===== src/rtl/mdu_iter_pkg.sv =====
// Shared op codes, FSM states and op-class helpers for the iterative multiply/divide unit.
// MDU_MADD_EN (optional define) makes the multiply-accumulate codes 8-B legal.
package mdu_iter_pkg;

    typedef enum logic [3:0] {
        OP_MULT  = 4'h0,
        OP_MULTU = 4'h1,
        OP_DIV   = 4'h2,
        OP_DIVU  = 4'h3,
        OP_MTHI  = 4'h4,
        OP_MTLO  = 4'h5,
        OP_MADD  = 4'h8,
        OP_MADDU = 4'h9,
        OP_MSUB  = 4'hA,
        OP_MSUBU = 4'hB
    } op_e;

    typedef enum logic [2:0] {
        S_IDLE,
        S_MUL,
        S_DIV_PREP,
        S_DIV_ITER,
        S_DIV_FIX
    } state_e;

    function automatic logic is_mul_op(input logic [3:0] op);
`ifdef MDU_MADD_EN
        return op inside {OP_MULT, OP_MULTU, OP_MADD, OP_MADDU, OP_MSUB, OP_MSUBU};
`else
        return op inside {OP_MULT, OP_MULTU};
`endif
    endfunction

    function automatic logic is_div_op(input logic [3:0] op);
        return op inside {OP_DIV, OP_DIVU};
    endfunction

endpackage


===== src/rtl/mdu_div_step.sv =====
// One combinational restoring-division step: shift the next dividend bit into the
// partial remainder and subtract the divisor when it fits.
module mdu_div_step #(
    parameter int WIDTH = 32
) (
    input  logic [WIDTH-1:0] rem,
    input  logic [WIDTH-1:0] quo,
    input  logic [WIDTH-1:0] divisor,
    output logic [WIDTH-1:0] rem_next,
    output logic [WIDTH-1:0] quo_next
);
    logic [WIDTH:0]   shifted;
    logic [WIDTH-1:0] sub;
    logic             fits;

    assign shifted = {rem, quo[WIDTH-1]};
    assign fits    = shifted >= {1'b0, divisor};
    // When the divisor fits the true difference is below the divisor, so WIDTH bits hold it.
    assign sub      = shifted[WIDTH-1:0] - divisor;
    assign rem_next = fits ? sub : shifted[WIDTH-1:0];
    assign quo_next = {quo[WIDTH-2:0], fits};

endmodule


===== src/rtl/mdu_iter.sv =====
// Iterative MIPS multiply/divide unit with HI/LO registers (mult/multu/div/divu/mthi/mtlo).
// Define MDU_MADD_EN to add madd/maddu/msub/msubu accumulating into {hi,lo}.
module mdu_iter
    import mdu_iter_pkg::*;
#(
    parameter int WIDTH   = 32,
    parameter int MUL_LAT = 4
) (
    input  logic             clk,
    input  logic             rst_n,
    input  logic             start,
    input  logic [3:0]       op,
    input  logic [WIDTH-1:0] src_a,
    input  logic [WIDTH-1:0] src_b,
    input  logic             flush,
    output logic             busy,
    output logic             done,
    output logic [WIDTH-1:0] hi,
    output logic [WIDTH-1:0] lo
);
    localparam int CW = $clog2(WIDTH + 1);
    localparam int PW = 2 * WIDTH;

    state_e            state_q, state_d;
    logic [CW-1:0]     cnt_q;
    logic              sgn_q;
    logic [WIDTH-1:0]  a_q, b_q, rem_q, quo_q, dvs_q, rem_nx, quo_nx;
    logic [WIDTH-1:0]  hi_q, lo_q, hi_d, lo_d, a_abs, b_abs, q_fix, r_fix;
    logic [PW-1:0]     prod_q, mul_res;
    logic signed [WIDTH:0]  ext_a, ext_b;
    logic signed [PW-1:0]   prod_d;
    logic              accept, complete, op_sgn;
`ifdef MDU_MADD_EN
    logic              acc_q, sub_q;
`endif

    assign busy   = (state_q != S_IDLE);
    assign accept = start && !busy && !flush;
    assign hi     = hi_q;
    assign lo     = lo_q;

    // Bit 0 clear selects the signed flavour of every mul/div/accumulate code.
    assign op_sgn = ~op[0];
    assign ext_a  = {op_sgn & src_a[WIDTH-1], src_a};
    assign ext_b  = {op_sgn & src_b[WIDTH-1], src_b};
    assign prod_d = PW'(ext_a) * PW'(ext_b);

    assign complete = !flush && ((state_q == S_MUL && cnt_q == '0) || state_q == S_DIV_FIX);

    mdu_div_step #(.WIDTH(WIDTH)) u_step (
        .rem      (rem_q),
        .quo      (quo_q),
        .divisor  (dvs_q),
        .rem_next (rem_nx),
        .quo_next (quo_nx)
    );

    always_comb begin
        // NOTE: every always_comb output gets a default first so no path infers a latch.
        state_d = state_q;
        case (state_q)
            S_IDLE: begin
                if (accept && is_mul_op(op))      state_d = S_MUL;
                else if (accept && is_div_op(op)) state_d = S_DIV_PREP;
            end
            S_MUL:      if (cnt_q == '0) state_d = S_IDLE;
            S_DIV_PREP: state_d = S_DIV_ITER;
            S_DIV_ITER: if (cnt_q == '0) state_d = S_DIV_FIX;
            S_DIV_FIX:  state_d = S_IDLE;
            default:    state_d = S_IDLE;
        endcase
        if (flush && busy) state_d = S_IDLE;
    end

    always_comb begin
        a_abs = (sgn_q && a_q[WIDTH-1]) ? -a_q : a_q;
        b_abs = (sgn_q && b_q[WIDTH-1]) ? -b_q : b_q;
        q_fix = (sgn_q && (a_q[WIDTH-1] ^ b_q[WIDTH-1])) ? -quo_q : quo_q;
        r_fix = (sgn_q && a_q[WIDTH-1]) ? -rem_q : rem_q;
        if (b_q == '0) begin
            q_fix = '1;
            r_fix = a_q;
        end

        mul_res = prod_q;
`ifdef MDU_MADD_EN
        if (acc_q) mul_res = sub_q ? {hi_q, lo_q} - prod_q : {hi_q, lo_q} + prod_q;
`endif

        hi_d = hi_q;
        lo_d = lo_q;
        if (accept && op == OP_MTHI) hi_d = src_a;
        if (accept && op == OP_MTLO) lo_d = src_a;
        if (complete && state_q == S_MUL) begin
            {hi_d, lo_d} = mul_res;
        end else if (complete) begin
            hi_d = r_fix;
            lo_d = q_fix;
        end
    end

    always_ff @(posedge clk or negedge rst_n) begin
        if (!rst_n) begin
            state_q <= S_IDLE;
            cnt_q   <= '0;
            sgn_q   <= 1'b0;
            a_q     <= '0;
            b_q     <= '0;
            prod_q  <= '0;
            rem_q   <= '0;
            quo_q   <= '0;
            dvs_q   <= '0;
            hi_q    <= '0;
            lo_q    <= '0;
            done    <= 1'b0;
`ifdef MDU_MADD_EN
            acc_q   <= 1'b0;
            sub_q   <= 1'b0;
`endif
        end else begin
            // NOTE: all state uses non-blocking assignment so every register samples pre-edge values.
            state_q <= state_d;
            hi_q    <= hi_d;
            lo_q    <= lo_d;
            done    <= complete;
            if (accept) begin
                sgn_q  <= op_sgn;
                a_q    <= src_a;
                b_q    <= src_b;
                prod_q <= prod_d;
                cnt_q  <= CW'(MUL_LAT - 1);
`ifdef MDU_MADD_EN
                acc_q  <= op[3];
                sub_q  <= op[1];
`endif
            end
            case (state_q)
                S_DIV_PREP: begin
                    rem_q <= '0;
                    quo_q <= a_abs;
                    dvs_q <= b_abs;
                    cnt_q <= CW'(WIDTH - 1);
                end
                S_DIV_ITER: begin
                    rem_q <= rem_nx;
                    quo_q <= quo_nx;
                    if (cnt_q != '0) cnt_q <= cnt_q - CW'(1);
                end
                S_MUL: if (cnt_q != '0) cnt_q <= cnt_q - CW'(1);
                default: ;
            endcase
        end
    end

endmodule

===== config.mk =====
export PLATFORM = sky130hd
export DESIGN_NAME = mdu_iter
export DESIGN_NICKNAME = d
export VERILOG_FILES = /design/src/rtl/mdu_iter_pkg.sv /design/src/rtl/mdu_div_step.sv /design/src/rtl/mdu_iter.sv
export SDC_FILE = /design/constraint.sdc
export NUM_CORES = 2
export LEC_CHECK = 0
export ABC_AREA = 1
export ABC_CLOCK_PERIOD_IN_PS = 4300
export CORE_ASPECT_RATIO = 1.4
export CORE_UTILIZATION = 55
export DETAILED_ROUTE_END_ITERATION = 16
export PLACE_DENSITY = 0.73
export RECOVER_POWER = 25
export SYNTH_ARGS = -nofsm -noshare
export SYNTH_HDL_FRONTEND = slang
export SYNTH_HIERARCHICAL = 1
export SYNTH_SLANG_ARGS = --single-unit

===== constraint.sdc =====
create_clock -name clk -period 4.3 [get_ports clk]
set_clock_uncertainty 0.1 [all_clocks]
set_input_delay 0.645 -clock clk [delete_from_list [all_inputs] [get_ports clk]]
set_output_delay 0.645 -clock clk [all_outputs]
set_load 0.1 [all_outputs]

==> impl_metrics.py <==
metrics = {
    "sta": {
        "max_clock_freq_mhz": 141,
        "setup_ws_ns": -2.81,
        "fin_crit_sh": 1.65,
        "rsz0062_at_grt": "true",
        "holdWs_ns": 0.359,
        "slew_headroom": -1.07,
        "finalHoldViolations": 0,
        "drv_slew": 101,
        "period_needed_ns": 7.11,
        "finalSetupViolCount": 57,
        "setup_tns_ns": -136.07,
        "worst_pin_slew_ns": 3.11,
    },
    "synthesis": {
        "yosys_warnings": 6,
        "synth_seq_cells": 299,
        "ys_types": 55,
        "synth_ff_type": "dfrtp_1",
        "syn_inst": 7969,
        "avgSynthCellArea_um2": 7.48,
        "seq_area_frac_synth": 0.126,
        "synthArstFlopShare": 1.00,
        "synth_area_um2": 59600,
        "synth-edff-count": 0,
        "synth_nets": 9417,
    },
    "clocking": {
        "clk_latency_ns": 0.66,
        "clkTransAtPathRegs_ns": 0.07,
        "cts_tree": "yes",
        "clockBufferDepth": 3,
        "cts_buffers": 31,
        "htree_levels": 1,
        "root_buffer": "clkbuf_16",
        "cts_hold_buffers": 0,
        "cts_sinks": 299,
    },
    "finish": {
        "finish.utilization": 0.689,
        "drive_above_1_share": 0.195,
        "instances_no_fill": 10100,
        "fillerInstances": 8735,
        "areaGrowthSynthToFinish_pct": 23.9,
        "final_nets": 10000,
    },
    "hold_path": {
        "worstHoldPathCells": 4,
        "hp-class": "in2reg",
        "min_delay_worst_endpoint": "a_q[21]",
        "min_from": "src_a[21]",
    },
    "grt": {
        "antenna_found_initial": 14,
        "grt_pass1_wl_mm": 363,
        "grt_max_degree": 103,
        "grt_overflow": 0,
        "grt_pass1_vias": 59600,
        "track_usage": 0.456,
    },
    "setup_path": {
        "critPathRequiredTime_ns": 4.71,
        "setup.worst_path.start_class": "primary input",
        "critPathKind": "in2reg",
        "rrSetupSlack_ns": 1.00,
        "crit_arrival_ns": 7.53,
        "rr_endpoint": "hi[22]",
        "cp_max_fo": 8,
        "r2r-start": "b_q[0]",
        "slowest_delay_ns": 0.57,
        "cp-end-kind": "flop",
        "reg2reg_depth": 10,
        "worst_path_max_delay_cell": "fa_1",
    },
    "detailed_routing": {
        "post_drt_wl_per_cell_um": 24.3,
        "drtIter0Drc": 4759,
        "drcViolationCount": 0,
        "avgViaCountPerCell": 5.61,
        "vias": 56400,
        "ant_nets": 0,
        "dr.pass1.iters": 6,
        "wl_mm": 244,
    },
    "placement": {
        "place_inst": 9785,
        "dpl.hpwl_mm": 194,
        "gp_congestion": 1.01,
        "port_buffers": 137,
    },
    "die": {
        "rows": 142,
        "io_pins": 138,
        "core_um2": 107000,
        "die_w_um": 280,
        "die_area_um2": 110000,
        "start_util": 0.556,
        "fp.dieH_um": 391,
    },
    "status": {
        "violations": "max-capacitance violations, max-slew violations, negative setup slack",
        "status": "finished with violations",
    },
    "job": {
        "drv_cap": 1,
    },
}
-- synth_stat cells, types with 41 or more instances --
library cell | count | share of area
nand2_1 | 2248 | 0.14
inv_1 | 1975 | 0.12
fa_1 | 1126 | 0.38
nor2_1 | 414 | 0.026
nand3_1 | 363 | 0.030
clkbuf_1 | 322 | 0.020
dfrtp_1 | 299 | 0.13
o21ai_0 | 292 | 0.025
ha_1 | 250 | 0.052
a21oi_1 | 171 | 0.014
xor2_1 | 68 | 0.010
nand4_1 | 58 | 0.0061
nor3_1 | 49 | 0.0041
buf_4 | 41 | 0.0052
-- critical path: cells and delay by family --
kind	cells	cell delay, ns
adder cells (fa/ha/maj)	9	4.50
AND/OR/NAND/NOR	10	0.97
buffers and inverters	11	1.31
AO/OA/AOI/OAI	1	0.07
-- logic make-up after synthesis --
group / after synthesis / synth area share
and+or+nand+nor: 3229 / 0.221
buffers and inverters: 2394 / 0.155
AOI/OAI and AO/OA: 578 / 0.0533
xor gates and xnor gates: 93 / 0.0137
DFF: 299 / 0.126
adders and majority gates: 1376 / 0.431
-- what timing repair did --
| item | 4_1_cts | 5_1_grt |
|---|---|---|
| pin swaps | 255 | 151 |
| endpoints found under the setup margin | 58 | 58 |
| cloned | 11 | 1 |
| buffers inserted | 152 | 39 |
| gates resized for setup | 615 | 255 |
-- final cells by class --
class | count | area (um2) | share of cell area
Multi-Input combinational cell | 5276 | 46200 | 0.626
Antenna cell | 14 | 35.0 | 0.000474
Clock inverter | 15 | 233 | 0.00315
Tap cell | 1440 | 1800 | 0.0244
Timing Repair Buffer | 981 | 9700 | 0.131
Inverter | 1988 | 7490 | 0.101
Clock buffer | 41 | 883 | 0.0120
Sequential cell | 299 | 7480 | 0.101
-- placed cells by master (no fill, tap or decap), drive strengths merged, types with 25 or more instances in the layout --
master         Yosys  final
a21oi            171    171
buf               84    860
clkbuf           322     51
clkdlybuf4s50      0     71
dfrtp            299    299
fa              1126   1126
ha               250    250
inv             1988   1986
nand2           2257   2257
nand3            377    377
nand3b            26     26
nand4             60     60
nor2             426    426
nor3              54     54
o211ai            33     33
o21ai            300    300
xnor2             25     25
xor2              68     68
-- sequential cells by signal, summed over array words and instances, names as in the netlist, 3 cells and up --
signal,cells
a_q,32
lo,32
state_q,3
hi,32
cnt_q,6
b_q,32
quo_q,32
rem_q,32
mul_res,64
dvs_q,32
-- how the worst max path moves through the flow --
stage                     cells past startpoint       from           to
after floorplan                              28  src_a[31]  mul_res[63]
after global placement                       29   src_b[3]  mul_res[52]
after detailed placement                     28   src_b[3]  mul_res[51]
after CTS                                    32      op[0]  mul_res[49]
after global routing                         28      op[0]  mul_res[59]
final                                        31  src_a[31]  mul_res[52]
-- per-layer routing --
layer | vias to the layer above | share of wire | global-route usage
li1 | 24500 | - | -
met1 | 27600 | 0.32 | 0.473
met2 | 3106 | 0.47 | 0.746
met3 | 1247 | 0.087 | 0.115
met4 | 4 | 0.12 | 0.444
met5 | - | 0.00011 | 0
-- stage by stage --
step                area, um2  worst slack (ns)
finish                  73800             -2.81
global route            73800             -3.01
CTS                     72700             -2.62
global placement        68200             -3.86
detailed placement      68200             -3.89
floorplan               62700             -2.73
Power is not shown: default switching activity piles up to over one toggle a cycle in this logic, so the estimate is an artifact.
